===== src/rtl/dpwm_pkg.sv =====
// Shared constants for the DPWM parameter loader: selector codes, reset
// defaults and the debounce state encoding.
package dpwm_pkg;

    localparam logic [1:0] SEL_DC  = 2'b00;
    localparam logic [1:0] SEL_FS  = 2'b01;
    localparam logic [1:0] SEL_DT1 = 2'b10;
    localparam logic [1:0] SEL_DT2 = 2'b11;

    // Period resets to all-ones (longest period); duty to zero.
    localparam int DEFAULT_DUTY_WORD = 0;
    localparam int DEFAULT_DT_WORD   = 4;

    typedef enum logic [1:0] {
        DB_RELEASED     = 2'b00,
        DB_PRESS_QUAL   = 2'b01,
        DB_PRESSED      = 2'b10,
        DB_RELEASE_QUAL = 2'b11
    } db_state_e;

endpackage


===== src/rtl/dpwm_param_loader_key_debounce.sv =====
// Pushbutton conditioner: 2-flop synchroniser, press/release qualification FSM
// and a single-cycle pulse on every qualified press.
module key_debounce
    import dpwm_pkg::*;
#(
    parameter int DEBOUNCE_CYCLES = 500000
) (
    input  logic clk,
    input  logic reset,
    input  logic key_n,
    output logic press_pulse
);

    localparam int CNT_W = (DEBOUNCE_CYCLES > 2) ? $clog2(DEBOUNCE_CYCLES) : 1;
    localparam logic [CNT_W-1:0] CNT_LAST = CNT_W'(DEBOUNCE_CYCLES - 1);

    logic            sync1_q, sync1_d;
    logic            sync2_q, sync2_d;
    db_state_e       state_q, state_d;
    logic [CNT_W-1:0] cnt_q, cnt_d;
    logic            key_low;

    assign key_low = ~sync2_q;

    always_comb begin
        sync1_d     = key_n;
        sync2_d     = sync1_q;
        state_d     = state_q;
        cnt_d       = cnt_q;
        press_pulse = 1'b0;
        case (state_q)
            DB_RELEASED: begin
                if (key_low) begin
                    state_d = DB_PRESS_QUAL;
                    cnt_d   = '0;
                end
            end
            DB_PRESS_QUAL: begin
                if (!key_low) begin
                    state_d = DB_RELEASED;
                    cnt_d   = '0;
                end else if (cnt_q == CNT_LAST) begin
                    state_d     = DB_PRESSED;
                    cnt_d       = '0;
                    press_pulse = 1'b1;
                end else begin
                    cnt_d = cnt_q + 1'b1;
                end
            end
            DB_PRESSED: begin
                if (!key_low) begin
                    state_d = DB_RELEASE_QUAL;
                    cnt_d   = '0;
                end
            end
            DB_RELEASE_QUAL: begin
                // A low glitch while qualifying release means the key is still held.
                if (key_low) begin
                    state_d = DB_PRESSED;
                    cnt_d   = '0;
                end else if (cnt_q == CNT_LAST) begin
                    state_d = DB_RELEASED;
                    cnt_d   = '0;
                end else begin
                    cnt_d = cnt_q + 1'b1;
                end
            end
            default: begin
                state_d = DB_RELEASED;
                cnt_d   = '0;
            end
        endcase
    end

    always_ff @(posedge clk) begin
        if (reset) begin
            sync1_q <= 1'b1;
            sync2_q <= 1'b1;
            state_q <= DB_RELEASED;
            cnt_q   <= '0;
        end else begin
            sync1_q <= sync1_d;
            sync2_q <= sync2_d;
            state_q <= state_d;
            cnt_q   <= cnt_d;
        end
    end

endmodule


===== src/rtl/dpwm_param_loader.sv =====
// Stages DPWM control words one button press at a time and commits the whole
// set atomically at a period boundary if it is self-consistent.
module dpwm_param_loader
    import dpwm_pkg::*;
#(
    parameter int RESOLUTION      = 12,
    parameter int DEBOUNCE_CYCLES = 500000,
    parameter int DEFAULT_DT      = DEFAULT_DT_WORD
) (
    input  logic                  hf_clock,
    input  logic                  reset,
    input  logic [1:0]            sel,
    input  logic [RESOLUTION-1:0] value,
    input  logic                  load_n,
    input  logic                  period_end,
    output logic [RESOLUTION-1:0] duty_cycle,
    output logic [RESOLUTION-1:0] fs,
    output logic [RESOLUTION-1:0] deadtime1,
    output logic [RESOLUTION-1:0] deadtime2,
    output logic                  pending,
    output logic                  reject
);

    typedef logic [RESOLUTION-1:0] word_t;

    function automatic word_t default_word(input logic [1:0] idx);
        case (idx)
            SEL_DC:  return RESOLUTION'(DEFAULT_DUTY_WORD);
            SEL_FS:  return {RESOLUTION{1'b1}};
            default: return RESOLUTION'(DEFAULT_DT);
        endcase
    endfunction

    word_t active_q [4];
    word_t active_d [4];
    word_t shadow_q [4];
    word_t shadow_d [4];
    logic  pending_q, pending_d;
    logic  reject_q, reject_d;
    logic  stage;
    logic  commit;
    logic  set_valid;
    logic [RESOLUTION:0] dt_sum;

    key_debounce #(
        .DEBOUNCE_CYCLES(DEBOUNCE_CYCLES)
    ) u_debounce (
        .clk        (hf_clock),
        .reset      (reset),
        .key_n      (load_n),
        .press_pulse(stage)
    );

    // One extra bit so two large deadtimes cannot wrap into a small sum.
    assign dt_sum    = {1'b0, shadow_q[SEL_DT1]} + {1'b0, shadow_q[SEL_DT2]};
    assign set_valid = (shadow_q[SEL_FS] != '0) &&
                       (shadow_q[SEL_DC] <= shadow_q[SEL_FS]) &&
                       (dt_sum < {1'b0, shadow_q[SEL_FS]});
    // A press in the same cycle as the boundary takes priority; commit waits a period.
    assign commit    = period_end && pending_q && !stage;

    always_comb begin
        active_d  = active_q;
        shadow_d  = shadow_q;
        pending_d = pending_q;
        reject_d  = 1'b0;
        if (stage) begin
            shadow_d[sel] = value;
            pending_d     = 1'b1;
        end else if (commit) begin
            pending_d = 1'b0;
            if (set_valid) begin
                active_d = shadow_q;
            end else begin
                shadow_d = active_q;
                reject_d = 1'b1;
            end
        end
    end

    always_ff @(posedge hf_clock) begin
        if (reset) begin
            for (int i = 0; i < 4; i++) begin
                active_q[i] <= default_word(2'(i));
                shadow_q[i] <= default_word(2'(i));
            end
            pending_q <= 1'b0;
            reject_q  <= 1'b0;
        end else begin
            active_q  <= active_d;
            shadow_q  <= shadow_d;
            pending_q <= pending_d;
            reject_q  <= reject_d;
        end
    end

    assign duty_cycle = active_q[SEL_DC];
    assign fs         = active_q[SEL_FS];
    assign deadtime1  = active_q[SEL_DT1];
    assign deadtime2  = active_q[SEL_DT2];
    assign pending    = pending_q;
    assign reject     = reject_q;

endmodule


===== config.mk =====
export PLATFORM = sky130hd
export DESIGN_NAME = dpwm_param_loader
export DESIGN_NICKNAME = d
export VERILOG_FILES = /design/src/rtl/dpwm_pkg.sv /design/src/rtl/dpwm_param_loader_key_debounce.sv /design/src/rtl/dpwm_param_loader.sv
export SDC_FILE = /design/constraint.sdc
export NUM_CORES = 1
export LEC_CHECK = 0
export ABC_CLOCK_PERIOD_IN_PS = 4200
export BUFFER_PORTS_ARGS = -buffer_cell sky130_fd_sc_hd__buf_2
export CAP_MARGIN = 20
export CORE_MARGIN = 4
export CORE_UTILIZATION = 50
export CTS_BUF_LIST = sky130_fd_sc_hd__clkbuf_8
export CTS_CLUSTER_SIZE = 14
export DETAILED_ROUTE_END_ITERATION = 7
export GPL_TIMING_DRIVEN = 0
export PLACE_DENSITY = 0.8
export RECOVER_POWER = 25
export SLEW_MARGIN = 25
export SYNTH_ARGS = -nofsm -noshare
export SYNTH_HDL_FRONTEND = slang
export SYNTH_SLANG_ARGS = --single-unit

===== constraint.sdc =====
create_clock -name hf_clock -period 4.2 [get_ports hf_clock]
set_clock_uncertainty 0.2 [all_clocks]
set_input_delay 1.26 -clock hf_clock [delete_from_list [all_inputs] [get_ports hf_clock]]
set_output_delay 1.26 -clock hf_clock [all_outputs]
set_load 0.05 [all_outputs]

==> results of run 1 <==
## report_power, final
group / leakage (nW) / internal (mW) / switching, mW / total [mW]
logic: 2.12 / 0.0174 / 0.0585 / 0.0759
clock network: 0.201 / 0.545 / 0.513 / 1.06
registers: 0.979 / 1.15 / 0.00120 / 1.15
## layout by cell type, fill, tap and decap left out, types with 5 or more instances in the layout
cell type and instances:
sky130_fd_sc_hd__a21o_1 19, sky130_fd_sc_hd__a21oi_1 61, sky130_fd_sc_hd__a21oi_2 9, sky130_fd_sc_hd__a221o_1 12, sky130_fd_sc_hd__a311oi_1 5, sky130_fd_sc_hd__a32oi_1 16
sky130_fd_sc_hd__a32oi_2 6, sky130_fd_sc_hd__and2_1 14, sky130_fd_sc_hd__and3_1 17, sky130_fd_sc_hd__buf_2 69, sky130_fd_sc_hd__buf_4 22, sky130_fd_sc_hd__buf_6 21
sky130_fd_sc_hd__clkbuf_1 30, sky130_fd_sc_hd__clkbuf_8 18, sky130_fd_sc_hd__dfxtp_1 115, sky130_fd_sc_hd__dfxtp_2 5, sky130_fd_sc_hd__ha_1 31, sky130_fd_sc_hd__inv_1 27
sky130_fd_sc_hd__nand2_1 51, sky130_fd_sc_hd__nand3_1 51, sky130_fd_sc_hd__nand4_1 8, sky130_fd_sc_hd__nor2_1 39, sky130_fd_sc_hd__nor2b_1 6, sky130_fd_sc_hd__nor3_1 8
sky130_fd_sc_hd__nor4_1 6, sky130_fd_sc_hd__o211ai_1 5, sky130_fd_sc_hd__o21ai_0 21, sky130_fd_sc_hd__o21ai_1 42, sky130_fd_sc_hd__o21ai_2 7, sky130_fd_sc_hd__o22ai_1 22
sky130_fd_sc_hd__o311ai_1 9, sky130_fd_sc_hd__or2_2 5, sky130_fd_sc_hd__xnor2_1 11
## worst paths after layout
path / depth (start not counted) / slack [ns] / from / end
setup / recovery: 18 / -0.10 / shadow_q[12] / shadow_q[5]
hold / removal: 1 / 0.21 / u_debounce.sync1_q / u_debounce.sync2_q
setup reg to reg: 18 / -0.10 / shadow_q[12] / shadow_q[5]
hold reg to reg: 1 / 0.21 / u_debounce.sync1_q / u_debounce.sync2_q
## worst max-delay path, stage by stage (launching register included)
cell and delay (ns):
sky130_fd_sc_hd__dfxtp_4 0.39, sky130_fd_sc_hd__ha_4 0.14, sky130_fd_sc_hd__inv_2 0.04, sky130_fd_sc_hd__fa_2 0.39, sky130_fd_sc_hd__nor2b_4 0.17, sky130_fd_sc_hd__o2111ai_4 0.14, sky130_fd_sc_hd__a31oi_4 0.22, sky130_fd_sc_hd__a31oi_2 0.14
sky130_fd_sc_hd__xnor2_1 0.15, sky130_fd_sc_hd__ha_1 0.30, sky130_fd_sc_hd__a21o_1 0.18, sky130_fd_sc_hd__a211o_1 0.32, sky130_fd_sc_hd__a211oi_2 0.20, sky130_fd_sc_hd__o221ai_2 0.15, sky130_fd_sc_hd__a211o_1 0.37, sky130_fd_sc_hd__buf_6 0.19
sky130_fd_sc_hd__buf_8 0.14, sky130_fd_sc_hd__a32oi_1 0.22, sky130_fd_sc_hd__o22ai_1 0.12
## cell families after synthesis
family	count (synthesis)	share of synthesized area [%]
AO/OA/AOI/OAI	264	26.81
XOR/XNOR	14	1.928
adder cells (fa/ha/maj)	37	7.397
buffers and inverters	86	6.945
flip-flops	121	38.09
multiplexers	1	0.1574
AND/OR/NAND/NOR	228	18.67
## sequential cells by signal, indices dropped and copies added, names as in the netlist, named ones only
name and count:
shadow_q 48, u_debounce.cnt_q 19, deadtime1 12, deadtime2 12, duty_cycle 12, fs 12, pending 1, reject 1
u_debounce.state_q 1, u_debounce.sync1_q 1, u_debounce.sync2_q 1
## per-layer routing
layer	vias up	routed length, um	GRT usage, %
met5	-	0	0
met4	0	668	9.632
met3	70	2252	9.588
met2	401	9284	41.53
met1	3057	8481	35.19
li1	3021	-	-
## stage by stage
step                setup TNS (ns)  power, mW  utilization (%)  setup WS, ns
floorplan                        0      1.209                -        0.2137
global placement            -22.99      1.245            56.55       -0.3757
detailed placement          -31.57      1.245            56.55       -0.4590
CTS                      -0.001420      2.279            61.24     -0.001420
global route                -13.93      2.344            64.39       -0.2357
finish                      -1.926      2.283            64.39       -0.1003
## cell type report
cell class	instances	area (um2)	area share (%)
Clock inverter	14	146.4	1.862
Buffer	59	411.6	5.236
Tap cell	168	210.2	2.673
Multi-Input combinational cell	544	3760	47.82
Timing Repair Buffer	89	553.0	7.034
Clock buffer	18	247.7	3.151
Sequential cell	121	2432	30.94
Inverter	27	101.3	1.289
## repair_timing
item | CTS | global route
resized for setup | 25 | 123
cloned | 0 | 4
hold buffers | 0 | 0
pin swaps | 6 | 38
endpoints found under the setup margin | 97 | 97
hold endpoints to repair | 0 | 0
buffers inserted | 14 | 5
==> summary.md, run 1 <==
* Inserted Clock Buffers: 17
* Max Clock Freq: 232.5 MHz
* post-layout net count: 914
* Starting DRT DRC Count: 734
* max-slew violation count: 0
* leading post-synthesis cells by instance count: sky130_fd_sc_hd__dfxtp_1 (121), sky130_fd_sc_hd__a21oi_1 (69), sky130_fd_sc_hd__o21ai_0 (60)
* fraction of synthesized cell area taken by the top area cell type: 38.09%
* setup repair after global routing missed its margin: yes
* total die area: 14590 um2
* Reg clk slew, reported paths: 0.07 ns
* area of all placed cells without fillers: 7863 um2
* outcome: finished with violations
* number of H-tree levels: 4
* placed instance count: 986
* pin count of the biggest net entering global routing: 17
* number of standard cells in the layout, taps in and fillers out: 1040
* crit path setup slack, layout: -0.1003 ns
* net count after synthesis: 806
* ports placed on the boundary: 68
* Worst Hold Margin: 0.2095 ns
* share of the clock period used by the worst path: 102.4%
* most used flip-flop cell after synthesis: sky130_fd_sc_hd__dfxtp_1
* crit end category: flip-flop
* worst endpoint data arrival time: 4.43 ns
* CTS tree: built
* average size of a mapped cell: 8.469 um2
* power per cell area: 290.3 nW/um2
* leakage power: 3.301 nW
* routed via count: 6549
* Critical Path RT: 4.33 ns
* detailed-route wire length: 20.69 mm
* CTS sink count: 121
* number of placement rows: 40
* DP HPWL: 14.15 mm
* Placement Cell Area: 6905 um2
* cell at the root of the clock tree: sky130_fd_sc_hd__clkbuf_8
* remaining global-route overflow: 0
* number of diodes added for antenna fixing: 0
* Final setup violation count: 61
* post-synthesis to final-layout area growth: 23.63%
* number of antenna violations at the first check in global routing: 0
* Die Span Y: 120.8 um
* largest fanout on the critical path: 5
* worst-case clock buffer depth: 2
* cell with the most instances after synthesis: sky130_fd_sc_hd__dfxtp_1
* unique cell type count in the Yosys netlist: 64
* wire length of the first global-routing pass: 30.97 mm
* Via-to-Cell Ratio: 6.297
* ANT nets after route: 0
* share of layout cells above drive strength 1: 24.66%
* cell taking the most area after synthesis: sky130_fd_sc_hd__dfxtp_1
* Startpoint Class: flip-flop
* length of the first detailed-routing pass in iterations: 6
* transition time of the tightest slew-check pin: 0.6887 ns
* final period demand of the worst path: 4.300 ns
* IO Port Bufs: 67
* maximum vdd ir drop: 0.2393 mV
* worst skew pair latency: 0.47 ns
* mapped cell area: 6360 um2
* core region area: 12210 um2
* Mapped Cells: 751
* Max-cap violations: 0
* Post-synth ARST share: 0%
* failing checks: setup timing
* relative slew slack: 54.09%
* Min-Delay Path Class: reg2reg
* #FFs+latches synth: 121
* ranking of synthesized cells by area: sky130_fd_sc_hd__dfxtp_1 (38%), sky130_fd_sc_hd__ha_1 (7.1%), sky130_fd_sc_hd__a21oi_1 (5.4%)
* number of hold violations in the final report: 0
* width of the chip: 120.8 um
* initial core utilization: 52.08%
* count of yosys warnings during synthesis: 0
* routed length per placed instance: 19.89 um
* number of global-route vias before repair: 5871
* type of the setup path with the least slack: reg2reg
* Seq/Total Area, Yosys: 38.09%
* drc violations: 0
* count of fill cells added during filler insertion: 1030
* Post-synth EDFFs: 0
* Total Routing Usage GR: 27.06%
* routability cong.: 0.9166
Note: power is estimated with default switching activity, not from simulation.
==> run 2, diff against run 1 <==
--- a/constraint.sdc
+++ b/constraint.sdc
@@ -3,3 +3,3 @@
 set_input_delay 1.26 -clock hf_clock [delete_from_list [all_inputs] [get_ports hf_clock]]
 set_output_delay 1.26 -clock hf_clock [all_outputs]
-set_load 0.05 [all_outputs]
+set_load 0.005 [all_outputs]
==> summary.md, run 2 (synthesized netlist as in run 1, its figures left out) <==
* count of fill cells added during filler insertion: 1030, unchanged
* crit end category: flip-flop
* HP Start: u_debounce.sync1_q
* crit path launch: shadow_q[12]
* routed via count: 6539, -0.15%
* worst skew pair latency: 0.46 ns, about the same
* initial core utilization: 52.08%, unchanged
* Via-to-Cell Ratio: 6.288, -0.15%
* ANT nets after route: 0, unchanged
* hold path cells: 1, unchanged
* area of all placed cells without fillers: 7860 um2, about the same
* Total Routing Usage GR: 27.06%, unchanged
* Largest Register: shadow_q
* Reg clk slew, reported paths: 0.07 ns, about the same
* number of H-tree levels: 4, unchanged
* leakage power: 3.293 nW, -0.27%
* pre-CTS setup slack: -0.4590 ns, unchanged
* relative slew slack: 53.99%, -0.10 points
* DP HPWL: 14.15 mm, unchanged
* origin of the critical flop-to-flop path: shadow_q[12]
* Min-Delay Path Class: reg2reg
* Starting DRT DRC Count: 728, -0.82%
* detailed-route wire length: 20.69 mm, about the same
* Placement Cell Area: 6905 um2, unchanged
* failing checks: setup timing
* total power of the final layout: 2.282 mW, about the same
* grt peak-use layer: met2
* Max-cap violations: 0, unchanged
* global-route track usage on met1: 35.19%, unchanged
* cell at the root of the clock tree: sky130_fd_sc_hd__clkbuf_8
* Die Span Y: 120.8 um, unchanged
* type of the setup path with the least slack: reg2reg
* outcome: finished with violations
* ports placed on the boundary: 68, unchanged
* share of layout cells above drive strength 1: 24.43%, -0.23 points
* length of the first detailed-routing pass in iterations: 6, unchanged
* worst endpoint data arrival time: 4.41 ns, -0.02 ns
* Critical Path RT: 4.32 ns, about the same
* Startpoint Class: flip-flop
* crit path setup slack, layout: -0.09413 ns, +0.006155 ns
* width of the chip: 120.8 um, unchanged
* routing usage on met3: 9.588%, unchanged
* Final setup violation count: 62, +1.6%
* Inserted Clock Buffers: 17, unchanged
* drc violations: 0, unchanged
* commonest cells after routing, fill and taps aside: sky130_fd_sc_hd__dfxtp_1 (115), sky130_fd_sc_hd__buf_2 (67), sky130_fd_sc_hd__a21oi_1 (61), sky130_fd_sc_hd__nand2_1 (51), sky130_fd_sc_hd__nand3_1 (51)
* routability cong.: 0.9166, unchanged
* number of antenna violations at the first check in global routing: 0, unchanged
* post-layout net count: 914, unchanged
* number of hold violations in the final report: 0, unchanged
* number of diodes added for antenna fixing: 0, unchanged
* setup repair after global routing missed its margin: yes
* commonest non-fill, non-tap cell in the layout: sky130_fd_sc_hd__dfxtp_1
* share of the clock period used by the worst path: 102.2%, -0.15 points
* routed length per placed instance: 19.90 um, about the same
* transition time of the tightest slew-check pin: 0.6902 ns, +0.001506 ns
* remaining global-route overflow: 0, unchanged
* top flop regs: shadow_q (48), u_debounce.cnt_q (19)
* total die area: 14590 um2, unchanged
* pin count of the biggest net entering global routing: 17, unchanged
* number of placement rows: 40, unchanged
* CTS sink count: 121, unchanged
* wire length of the first global-routing pass: 30.97 mm, unchanged
* post-synthesis to final-layout area growth: 23.59%, about the same
* number of global-route vias before repair: 5871, unchanged
* power per cell area: 290.3 nW/um2, about the same
* core occupancy in the finished layout: 64.36%, about the same
* CTS tree: built
* worst-case clock buffer depth: 2, unchanged
* maximum vdd ir drop: 0.2387 mV, -0.24%
* core region area: 12210 um2, unchanged
* final period demand of the worst path: 4.294 ns, -0.006155 ns
* max-slew violation count: 0, unchanged
* max reg flops: 48, unchanged
* IO Port Bufs: 67, unchanged
* fraction of met2 tracks used by global routing: 41.53%, unchanged
* worst r2r path cells: 18, unchanged
* Max Clock Freq: 232.9 MHz, +0.14%
* largest fanout on the critical path: 5, unchanged
[run 2: through the flow]
| stage | std cells | hold slack, ns | setup TNS (ns) |
|---|---|---|---|
| floorplan | 751 | 0.1895 | 0 |
| global placement | 986 | 0.1923 | -22.99 |
| detailed placement | 986 | 0.1929 | -31.57 |
| CTS | 1032 | 0.2111 | -0.001420 |
| global route | 1040 | 0.2325 | -13.93 |
| finish | 1040 | 0.2096 | -2.045 |
[run 2: final cells by class]
class,instances,area (um2),share of cell area [%]
timing repair buffer,89,550.5,7.004
buffer,59,411.6,5.237
clock inverter,14,146.4,1.862
sequential,121,2432,30.95
clock buffer,18,247.7,3.152
multi-input combinational,544,3760,47.84
tap,168,210.2,2.674
inverter,27,101.3,1.289
[run 2: path summary, 6_finish.rpt]
| path | end | slack [ns] |
|---|---|---|
| min | u_debounce.sync2_q | 0.21 |
| max reg2reg | shadow_q[0] | -0.09 |
| max | shadow_q[0] | -0.09 |
| min reg2reg | u_debounce.sync2_q | 0.21 |
[run 2: power breakdown]
| part | internal (mW) | switching (mW) | leakage (nW) |
|---|---|---|---|
| Sequential | 1.15 | 0.00120 | 0.979 |
| Combinational | 0.0174 | 0.0584 | 2.11 |
| Clock | 0.545 | 0.513 | 0.201 |
[run 2: worst max-delay path, stage by stage (launching register included)]
cell	delay, ns
sky130_fd_sc_hd__dfxtp_4	0.39
sky130_fd_sc_hd__ha_4	0.14
sky130_fd_sc_hd__inv_2	0.04
sky130_fd_sc_hd__fa_2	0.39
sky130_fd_sc_hd__nor2b_4	0.17
sky130_fd_sc_hd__o2111ai_4	0.14
sky130_fd_sc_hd__a31oi_4	0.22
sky130_fd_sc_hd__a31oi_2	0.14
sky130_fd_sc_hd__xnor2_1	0.15
sky130_fd_sc_hd__ha_1	0.30
sky130_fd_sc_hd__a21o_1	0.18
sky130_fd_sc_hd__a211o_1	0.32
sky130_fd_sc_hd__a211oi_2	0.20
sky130_fd_sc_hd__o221ai_2	0.15
sky130_fd_sc_hd__a211o_1	0.37
sky130_fd_sc_hd__buf_6	0.19
sky130_fd_sc_hd__buf_6	0.13
sky130_fd_sc_hd__a32oi_1	0.21
sky130_fd_sc_hd__o22ai_1	0.13
[run 2: layer usage]
layer	wire [um]	up-vias
met3	2272	64
li1	-	3017
met4	633	0
met5	0	-
met2	9323	403
met1	8462	3055
[run 2: repair_timing]
item                                    4_1_cts  5_1_grt
buffers inserted                             14        5
pin swaps                                     6       38
endpoints found under the setup margin       97       97
cloned                                        0        4
gates resized for setup                      25      123
hold buffers                                  0        0
